**src/rtl/cmd_uart_wrapper_if.sv**
```systemverilog
// Command-side bundle between the UART responder and the command processor.
// Latency: none (wires only).
// Backpressure: none; cmd_rdy is a level held until clr_cmd_rdy, trmt is ignored while tx is busy.
interface cmd_uart_wrapper_if;
    logic [15:0] cmd;
    logic        cmd_rdy;
    logic        clr_cmd_rdy;
    logic [7:0]  resp;
    logic        trmt;
    logic        tx_done;

    modport master (
        input  cmd, cmd_rdy, tx_done,
        output clr_cmd_rdy, resp, trmt
    );

    modport slave (
        output cmd, cmd_rdy, tx_done,
        input  clr_cmd_rdy, resp, trmt
    );
endinterface

```
**src/rtl/cmd_uart_wrapper.sv**
```systemverilog
// UART 8N1 responder: assembles two received bytes (high first) into a 16-bit command, sends a 1-byte response.
// Latency: cmd_rdy ~9.5 bit periods + 3 clk after the second start edge; TX start bit 1 clk after trmt.
// Backpressure: none; a new command overwrites cmd, trmt while transmitting is dropped.
module cmd_uart_wrapper #(
    parameter int BAUD_DIV = 2604
) (
    input  logic              clk,
    input  logic              rst_n,
    input  logic              RX,
    output logic              TX,
    cmd_uart_wrapper_if.slave host
);

    localparam int CNT_W = $clog2(BAUD_DIV + 1);
    localparam logic [CNT_W-1:0] HALF_BIT = CNT_W'(BAUD_DIV / 2);
    localparam logic [CNT_W-1:0] FULL_BIT = CNT_W'(BAUD_DIV);
    localparam logic [CNT_W-1:0] CNT_ONE  = CNT_W'(1);

    typedef enum logic {RX_IDLE, RX_RECV} rx_state_t;
    typedef enum logic {ASM_HIGH, ASM_LOW} asm_state_t;
    typedef enum logic {TX_IDLE, TX_XMIT} tx_state_t;

    // ---------------- RX synchroniser ----------------
    logic rx_meta, rx_sync;

    always_ff @(posedge clk or negedge rst_n) begin
        if (!rst_n) begin
            rx_meta <= 1'b1;
            rx_sync <= 1'b1;
        end else begin
            rx_meta <= RX;
            rx_sync <= rx_meta;
        end
    end

    // ---------------- RX FSM ----------------
    rx_state_t        rx_state, rx_nxt;
    logic [CNT_W-1:0] rx_baud;
    logic [3:0]       rx_bits;
    logic [7:0]       rx_shift;
    logic             rx_start, rx_tick, rx_rdy;
    logic [7:0]       rx_byte;

    always_ff @(posedge clk or negedge rst_n) begin
        if (!rst_n) rx_state <= RX_IDLE;
        else        rx_state <= rx_nxt;
    end

    always_comb begin
        rx_nxt   = rx_state;
        rx_start = 1'b0;
        rx_tick  = 1'b0;
        rx_rdy   = 1'b0;
        case (rx_state)
            RX_IDLE: begin
                if (!rx_sync) begin
                    rx_start = 1'b1;
                    rx_nxt   = RX_RECV;
                end
            end
            RX_RECV: begin
                if (rx_baud == CNT_ONE) begin
                    rx_tick = 1'b1;
                    if (rx_bits == 4'd9) begin
                        rx_rdy = 1'b1;
                        rx_nxt = RX_IDLE;
                    end
                end
            end
            default: rx_nxt = RX_IDLE;
        endcase
    end

    // Only the data bits are kept: the start bit falls off the end and the stop sample is never stored.
    assign rx_byte = rx_shift;

    always_ff @(posedge clk or negedge rst_n) begin
        if (!rst_n) begin
            rx_baud  <= '0;
            rx_bits  <= '0;
            rx_shift <= '1;
        end else if (rx_start) begin
            rx_baud <= HALF_BIT;
            rx_bits <= '0;
        end else if (rx_tick) begin
            if (!rx_rdy) rx_shift <= {rx_sync, rx_shift[7:1]};
            rx_bits <= rx_bits + 4'd1;
            rx_baud <= FULL_BIT;
        end else if (rx_state == RX_RECV) begin
            rx_baud <= rx_baud - CNT_ONE;
        end
    end

    // ---------------- Byte assembly ----------------
    asm_state_t  asm_state, asm_nxt;
    logic [7:0]  high_byte;
    logic [15:0] cmd_q;
    logic        cmd_rdy_q;

    always_ff @(posedge clk or negedge rst_n) begin
        if (!rst_n) asm_state <= ASM_HIGH;
        else        asm_state <= asm_nxt;
    end

    always_comb begin
        asm_nxt = asm_state;
        if (rx_rdy) asm_nxt = (asm_state == ASM_HIGH) ? ASM_LOW : ASM_HIGH;
    end

    // Setting cmd_rdy takes priority over a coincident clear.
    always_ff @(posedge clk or negedge rst_n) begin
        if (!rst_n) begin
            high_byte <= '0;
            cmd_q     <= '0;
            cmd_rdy_q <= 1'b0;
        end else if (rx_rdy && asm_state == ASM_HIGH) begin
            high_byte <= rx_byte;
            cmd_rdy_q <= 1'b0;
        end else if (rx_rdy && asm_state == ASM_LOW) begin
            cmd_q     <= {high_byte, rx_byte};
            cmd_rdy_q <= 1'b1;
        end else if (host.clr_cmd_rdy) begin
            cmd_rdy_q <= 1'b0;
        end
    end

    assign host.cmd     = cmd_q;
    assign host.cmd_rdy = cmd_rdy_q;

    // ---------------- TX FSM ----------------
    tx_state_t        tx_state, tx_nxt;
    logic [CNT_W-1:0] tx_baud;
    logic [3:0]       tx_bits;
    logic [9:0]       tx_shift;
    logic             tx_load, tx_tick, tx_finish;
    logic             tx_done_q;

    always_ff @(posedge clk or negedge rst_n) begin
        if (!rst_n) tx_state <= TX_IDLE;
        else        tx_state <= tx_nxt;
    end

    always_comb begin
        tx_nxt    = tx_state;
        tx_load   = 1'b0;
        tx_tick   = 1'b0;
        tx_finish = 1'b0;
        case (tx_state)
            TX_IDLE: begin
                if (host.trmt) begin
                    tx_load = 1'b1;
                    tx_nxt  = TX_XMIT;
                end
            end
            TX_XMIT: begin
                if (tx_baud == CNT_ONE) begin
                    tx_tick = 1'b1;
                    if (tx_bits == 4'd9) begin
                        tx_finish = 1'b1;
                        tx_nxt    = TX_IDLE;
                    end
                end
            end
            default: tx_nxt = TX_IDLE;
        endcase
    end

    always_ff @(posedge clk or negedge rst_n) begin
        if (!rst_n) begin
            tx_shift  <= '1;
            tx_baud   <= '0;
            tx_bits   <= '0;
            tx_done_q <= 1'b0;
        end else if (tx_load) begin
            tx_shift  <= {1'b1, host.resp, 1'b0};
            tx_baud   <= FULL_BIT;
            tx_bits   <= '0;
            tx_done_q <= 1'b0;
        end else if (tx_tick) begin
            tx_shift <= {1'b1, tx_shift[9:1]};
            tx_baud  <= FULL_BIT;
            tx_bits  <= tx_bits + 4'd1;
            if (tx_finish) tx_done_q <= 1'b1;
        end else if (tx_state == TX_XMIT) begin
            tx_baud <= tx_baud - CNT_ONE;
        end
    end

    assign TX           = tx_shift[0];
    assign host.tx_done = tx_done_q;

endmodule

```
**src/flat_wrapper.sv**
```systemverilog
// flat-port wrapper written by rule: the top's interface ports become plain ports
module cmd_uart_wrapper_flat 
#(
    parameter int BAUD_DIV = 2604
)
  (clk, rst_n, RX, TX, host_cmd, host_cmd_rdy, host_tx_done, host_clr_cmd_rdy, host_resp, host_trmt);
  cmd_uart_wrapper_if host_i ();
  input  logic clk;
  input  logic rst_n;
  input  logic RX;
  output logic TX;
  output wire logic [$bits(host_i.cmd)-1:0] host_cmd;
  output wire logic [$bits(host_i.cmd_rdy)-1:0] host_cmd_rdy;
  output wire logic [$bits(host_i.tx_done)-1:0] host_tx_done;
  input wire logic [$bits(host_i.clr_cmd_rdy)-1:0] host_clr_cmd_rdy;
  input wire logic [$bits(host_i.resp)-1:0] host_resp;
  input wire logic [$bits(host_i.trmt)-1:0] host_trmt;
  assign host_cmd = host_i.cmd;
  assign host_cmd_rdy = host_i.cmd_rdy;
  assign host_tx_done = host_i.tx_done;
  assign host_i.clr_cmd_rdy = host_clr_cmd_rdy;
  assign host_i.resp = host_resp;
  assign host_i.trmt = host_trmt;
  cmd_uart_wrapper #(.BAUD_DIV(BAUD_DIV)) u_core (.clk(clk), .rst_n(rst_n), .RX(RX), .TX(TX), .host(host_i));
endmodule
```
**config.mk**
```make
export PLATFORM = sky130hd
export DESIGN_NAME = cmd_uart_wrapper_flat
export DESIGN_NICKNAME = d
export VERILOG_FILES = /design/src/rtl/cmd_uart_wrapper_if.sv /design/src/rtl/cmd_uart_wrapper.sv /design/src/flat_wrapper.sv
export SDC_FILE = /design/constraint.sdc
export NUM_CORES = 1
export LEC_CHECK = 0
export BUFFER_PORTS_ARGS = -buffer_cell sky130_fd_sc_hd__buf_2
export CAP_MARGIN = 25
export CORE_MARGIN = 2
export CORE_UTILIZATION = 40
export DETAILED_ROUTE_END_ITERATION = 6
export PLACE_DENSITY = 0.53
export SYNTH_ARGS = -nofsm -noshare
export SYNTH_HDL_FRONTEND = slang
export SYNTH_SLANG_ARGS = --single-unit
```
**constraint.sdc**
```tcl
create_clock -name clk -period 2.9 [get_ports clk]
set_input_delay 0.145 -clock clk [delete_from_list [all_inputs] [get_ports clk]]
set_output_delay 0.145 -clock clk [all_outputs]
set_load 0.03 [all_outputs]
```
---- Word level (Yosys, flattened, before mapping) ----
Cells that the tools add are included.
word-level totals
  input port bits ......................... 13
  bits in registers ....................... 81
  output and inout bits ................... 19
  word-level logic and storage cells ...... 79
operators by class
  equal/unequal tests ..................... 4
  reductions and logical operators ........ 11
  bitwise gates (word level) .............. 6
  multiplexer cells ....................... 39
  add/subtract/negate cells ............... 4
operator list
  operator                                                               number
  12-bit two-way mux                                                     6
  1-bit two-way mux                                                      25
  12-bit by 1-bit == test with 1-bit output (second input constant)      2
  12-bit by 1-bit subtractor with 12-bit output (second input constant)  2
  10-bit two-way mux                                                     2
  4-bit two-way mux                                                      4
  3-bit nonzero test                                                     3
  4-bit by 1-bit adder with 4-bit output (second input constant)         2
  4-bit == test (second input constant)                                  2
  1-bit inverter                                                         6
  2-bit nonzero test                                                     3
  1-bit one-hot mux with 2 select lines                                  2
  2-bit AND reduction                                                    2
  3-bit AND reduction                                                    1
  1-bit logical AND                                                      2

---- Logic depth before layout (Yosys ltp) ----
  depth in word-level cells ............... 7
  depth in mapped cells ................... 7
  mapped depth without buffers ............ 6

---- Worst setup path after synthesis ----
No wires, ideal clock.
  path kind ............................... register to register
  start point ............................. reg u_core.rx_baud[1]
  end point ............................... reg u_core.high_byte[0]
  library setup time ...................... 0.125 ns
  stages on the path, launching flop included .. 8
  arrival ................................. 2.517 ns
  clock period less this slack ............ 2.642 ns
  setup slack ............................. 0.258 ns
  data required time ...................... 2.775 ns
  path buffers ............................ 1
  path through ............................ dfrtp_1 > inv_1 > ha_1 > or3b_2 > or4_4 > buf_6 > nor4_4 > mux2_2
on the way
  longest elaborated chain between the ends .. 4
ends and longest elaborated chain
  item                                       line                     source
  start, declared                            cmd_uart_wrapper.sv:38   logic [CNT_W-1:0] rx_baud;
  start signal, assigned                     cmd_uart_wrapper.sv:90   rx_baud <= rx_baud - CNT_ONE;
  12-bit by 1-bit == test with 1-bit output  cmd_uart_wrapper.sv:62   if (rx_baud == CNT_ONE) begin
  1-bit two-way mux                          cmd_uart_wrapper.sv:62
  1-bit two-way mux                          cmd_uart_wrapper.sv:54   case (rx_state)
  1-bit logical AND                          cmd_uart_wrapper.sv:116  end else if (rx_rdy && asm_state == ASM_HIGH) begin
  end signal, assigned                       cmd_uart_wrapper.sv:117  high_byte <= rx_byte;
  end, declared                              cmd_uart_wrapper.sv:96   logic [7:0] high_byte;
No other way between the ends.
A chain may end at the register's enable or synchronous reset.

---- Worst setup path in the final report ----
  start point ............................. reg u_core.rx_baud[1]
  end point ............................... reg u_core.high_byte[5]
Same word-level chain as after synthesis.

==> results.ini <==
[final_layout]
area_delta_synth_final_pct = 14.8
fin_area_sq_um = 4300
n_antenna_cell = 0
final_nets = 383
drive_above_1_share_pct = 30.5

[synthesis]
ys_ff_latch = 80
synth_top_flop_cell = dfrtp_1
synthesis.area_sq_um = 3750
yosysTopAreaCell = dfrtp_1
yosysWarnings = 0
synthTopCellsByCount = dfrtp_1, mux2_2, nand2_1
ys_types = 49
synth_top_area_share_pct = 40.7
avgSynthCellArea_sq_um = 11.6
synthMostInstantiatedCell = dfrtp_1
ys_seq_area_share_pct = 54.0
synth_area_leaders = dfrtp_1, dfstp_2, mux2_2
async_flop_share_pct = 100
synth_fp_nets = 343
netlist_instances = 322
synth-edff-count = 0

[critical_path]
path_class = reg2reg
worstPathMaxFanout = 8
cp-end-kind = flop
worst_setup_path_start_kind = flop
arrival_ns = 2.91
crit_required_ns = 3.13

[clock_network]
root_buffer = clkbuf_8
ctsResizeCount = 0
clk_path_buf_depth = 2
clkTransAtPathRegs_ns = 0.09
cts_tree = built
cts.sinks = 80
htree_levels = 3
insertion_delay_ns = 0.34
post_cts_buffers = 0
ctsHoldBuffers = 3
cts_inserted_buffers = 9

[global_routing]
grt_pass1_wl_mm = 12.4
grt_pass1_vias = 2477
gr-total-overflow = 0
grt.total_usage_pct = 15.4
antenna_found_initial = 0
grt_max_degree = 81

[placed_design]
post_dp_cell_area_sq_um = 4030
portBuffers = 31
place_congestion = 0.775
dp_slack_ns = 0.227
dp.final_hpwl_mm = 4.74

[route]
drt_wl_total_mm = 7.28
drc = 0
via_per_inst = 5.28
final_antenna_net_count = 0
num_vias = 2523
dr.pass1.iters = 4
first_iter_violations = 52
wl_per_cell_um = 15.2

[job]
drv_cap = 0

[status]
status = complete, no violations

[power]
power_density_nw_per_um2 = 568
power.total_mw = 2.44
leakagePower_nw = 2.01
vdd_drop_max_v = 0.000345

[timing]
max_slew.worst_pin.slew_ns = 0.729
slew_viol_final = 0
setup_ws_ns = 0.218
final-hold-violation-count = 0
finalCritPeriodShare_pct = 92.5
slew-limit-headroom_pct = 51.3
rsz0062_at_grt = no
fmax_mhz = 373
final.setup_skew_ns = 0.00919
period_needed_ns = 2.68
fin_setup_tns_ns = 0
setup_viol = 0

[floorplan]
chipWidth_um = 101
ios = 32
die_area_sq_um = 10200
fp.coreArea_sq_um = 9150
fp-row-count = 35
die_h_um = 101
start_util_pct = 41.0

[min_path]
hold_path.class = in2reg

metal layers:
layer	share of wire, %	vias up	track usage (%)
met5	0	-	0
met4	0.52	0	4.32
met3	2.6	2	4.30
met2	45	25	22.9
met1	52	1242	22.1
li1	-	1254	-
cell type report:
type	instances	area, sq um
well taps	111	139
flip-flops and latches	80	2030
multi-input cells	219	1620
repair buffers	42	268
inverters	10	37.5
fillers	861	4850
clock buffers	9	124
clock inverters	7	87.6
report_power, final:
part | internal, mW | switching, mW
Combinational | 0.124 | 0.145
Sequential | 1.21 | 0.103
Clock | 0.414 | 0.442
path summary, 6_finish.rpt:
path | start | to | slack (ns) | cells after the start
max reg2reg | u_core.rx_baud[1] | u_core.high_byte[5] | 0.22 | 7
max in group asynchronous | rst_n | u_core.rx_byte[1] | 2.04 | 3
max | u_core.rx_baud[1] | u_core.high_byte[5] | 0.22 | 7
min in group asynchronous | rst_n | u_core.tx_bits[1] | 0.23 | 2
min | host_resp[7] | u_core.tx_shift[8] | 0.02 | 3
min reg2reg | u_core.rx_meta | u_core.rx_sync | 0.36 | 0
flip-flops by register name (all words and copies together), names as in the netlist:
| signal | count |
|---|---|
| u_core.rx_baud | 12 |
| u_core.tx_bits | 4 |
| u_core.tx_baud | 12 |
| u_core.host.cmd | 16 |
| u_core.high_byte | 8 |
| u_core.rx_byte | 8 |
| u_core.rx_state | 1 |
| u_core.tx_shift | 9 |
| u_core.rx_bits | 4 |
| u_core.host.cmd_rdy | 1 |
| u_core.rx_sync | 1 |
| u_core.host.tx_done | 1 |
| u_core.tx_state | 1 |
| u_core.rx_meta | 1 |
| u_core.asm_state | 1 |
cell usage in the layout, fill, tap and decap left out, types with 4 or more instances in the layout:
cell and instances:
dfrtp_1 61, buf_2 30, mux2_2 28, nand2_1 24
dfstp_2 19, nor2_1 18, o21ai_0 15, nand3_1 13
a21oi_1 13, inv_1 10, nor3_1 9, mux2i_1 9
clkbuf_8 9, xor2_1 8, ha_1 8, buf_4 8
or4_1 6, nor4_1 6, nand4b_1 5, o31ai_1 4
a31oi_1 4, mux2_4 4
logic make-up after synthesis:
| kind of cell | Yosys count | share of synthesized area, % |
|---|---|---|
| simple gates | 108 | 17.0 |
| compound gates | 51 | 8.58 |
| fa+ha+maj | 8 | 2.67 |
| xor+xnor | 11 | 2.57 |
| buf+inv | 23 | 2.74 |
| mux | 41 | 12.4 |
| flops | 80 | 54.0 |
metrics by stage:
step           instances  hold WS [ns]  util, %
2_1_floorplan        322        -0.151        -
3_3_place_gp         458         0.258     44.1
3_5_place_dp         458         0.253     44.1
4_1_cts              477      0.000477     46.7
5_1_grt              478       0.00913     47.0
6_report             478        0.0216     47.0
worst max-delay path: stages, from the launching register on:
cell,delay (ns)
dfrtp_1,0.41
inv_1,0.12
ha_1,0.17
or3b_2,0.50
or4_4,0.59
nor4_4,0.22
buf_4,0.20
mux2_2,0.35
(Power assumes the default switching activity.)
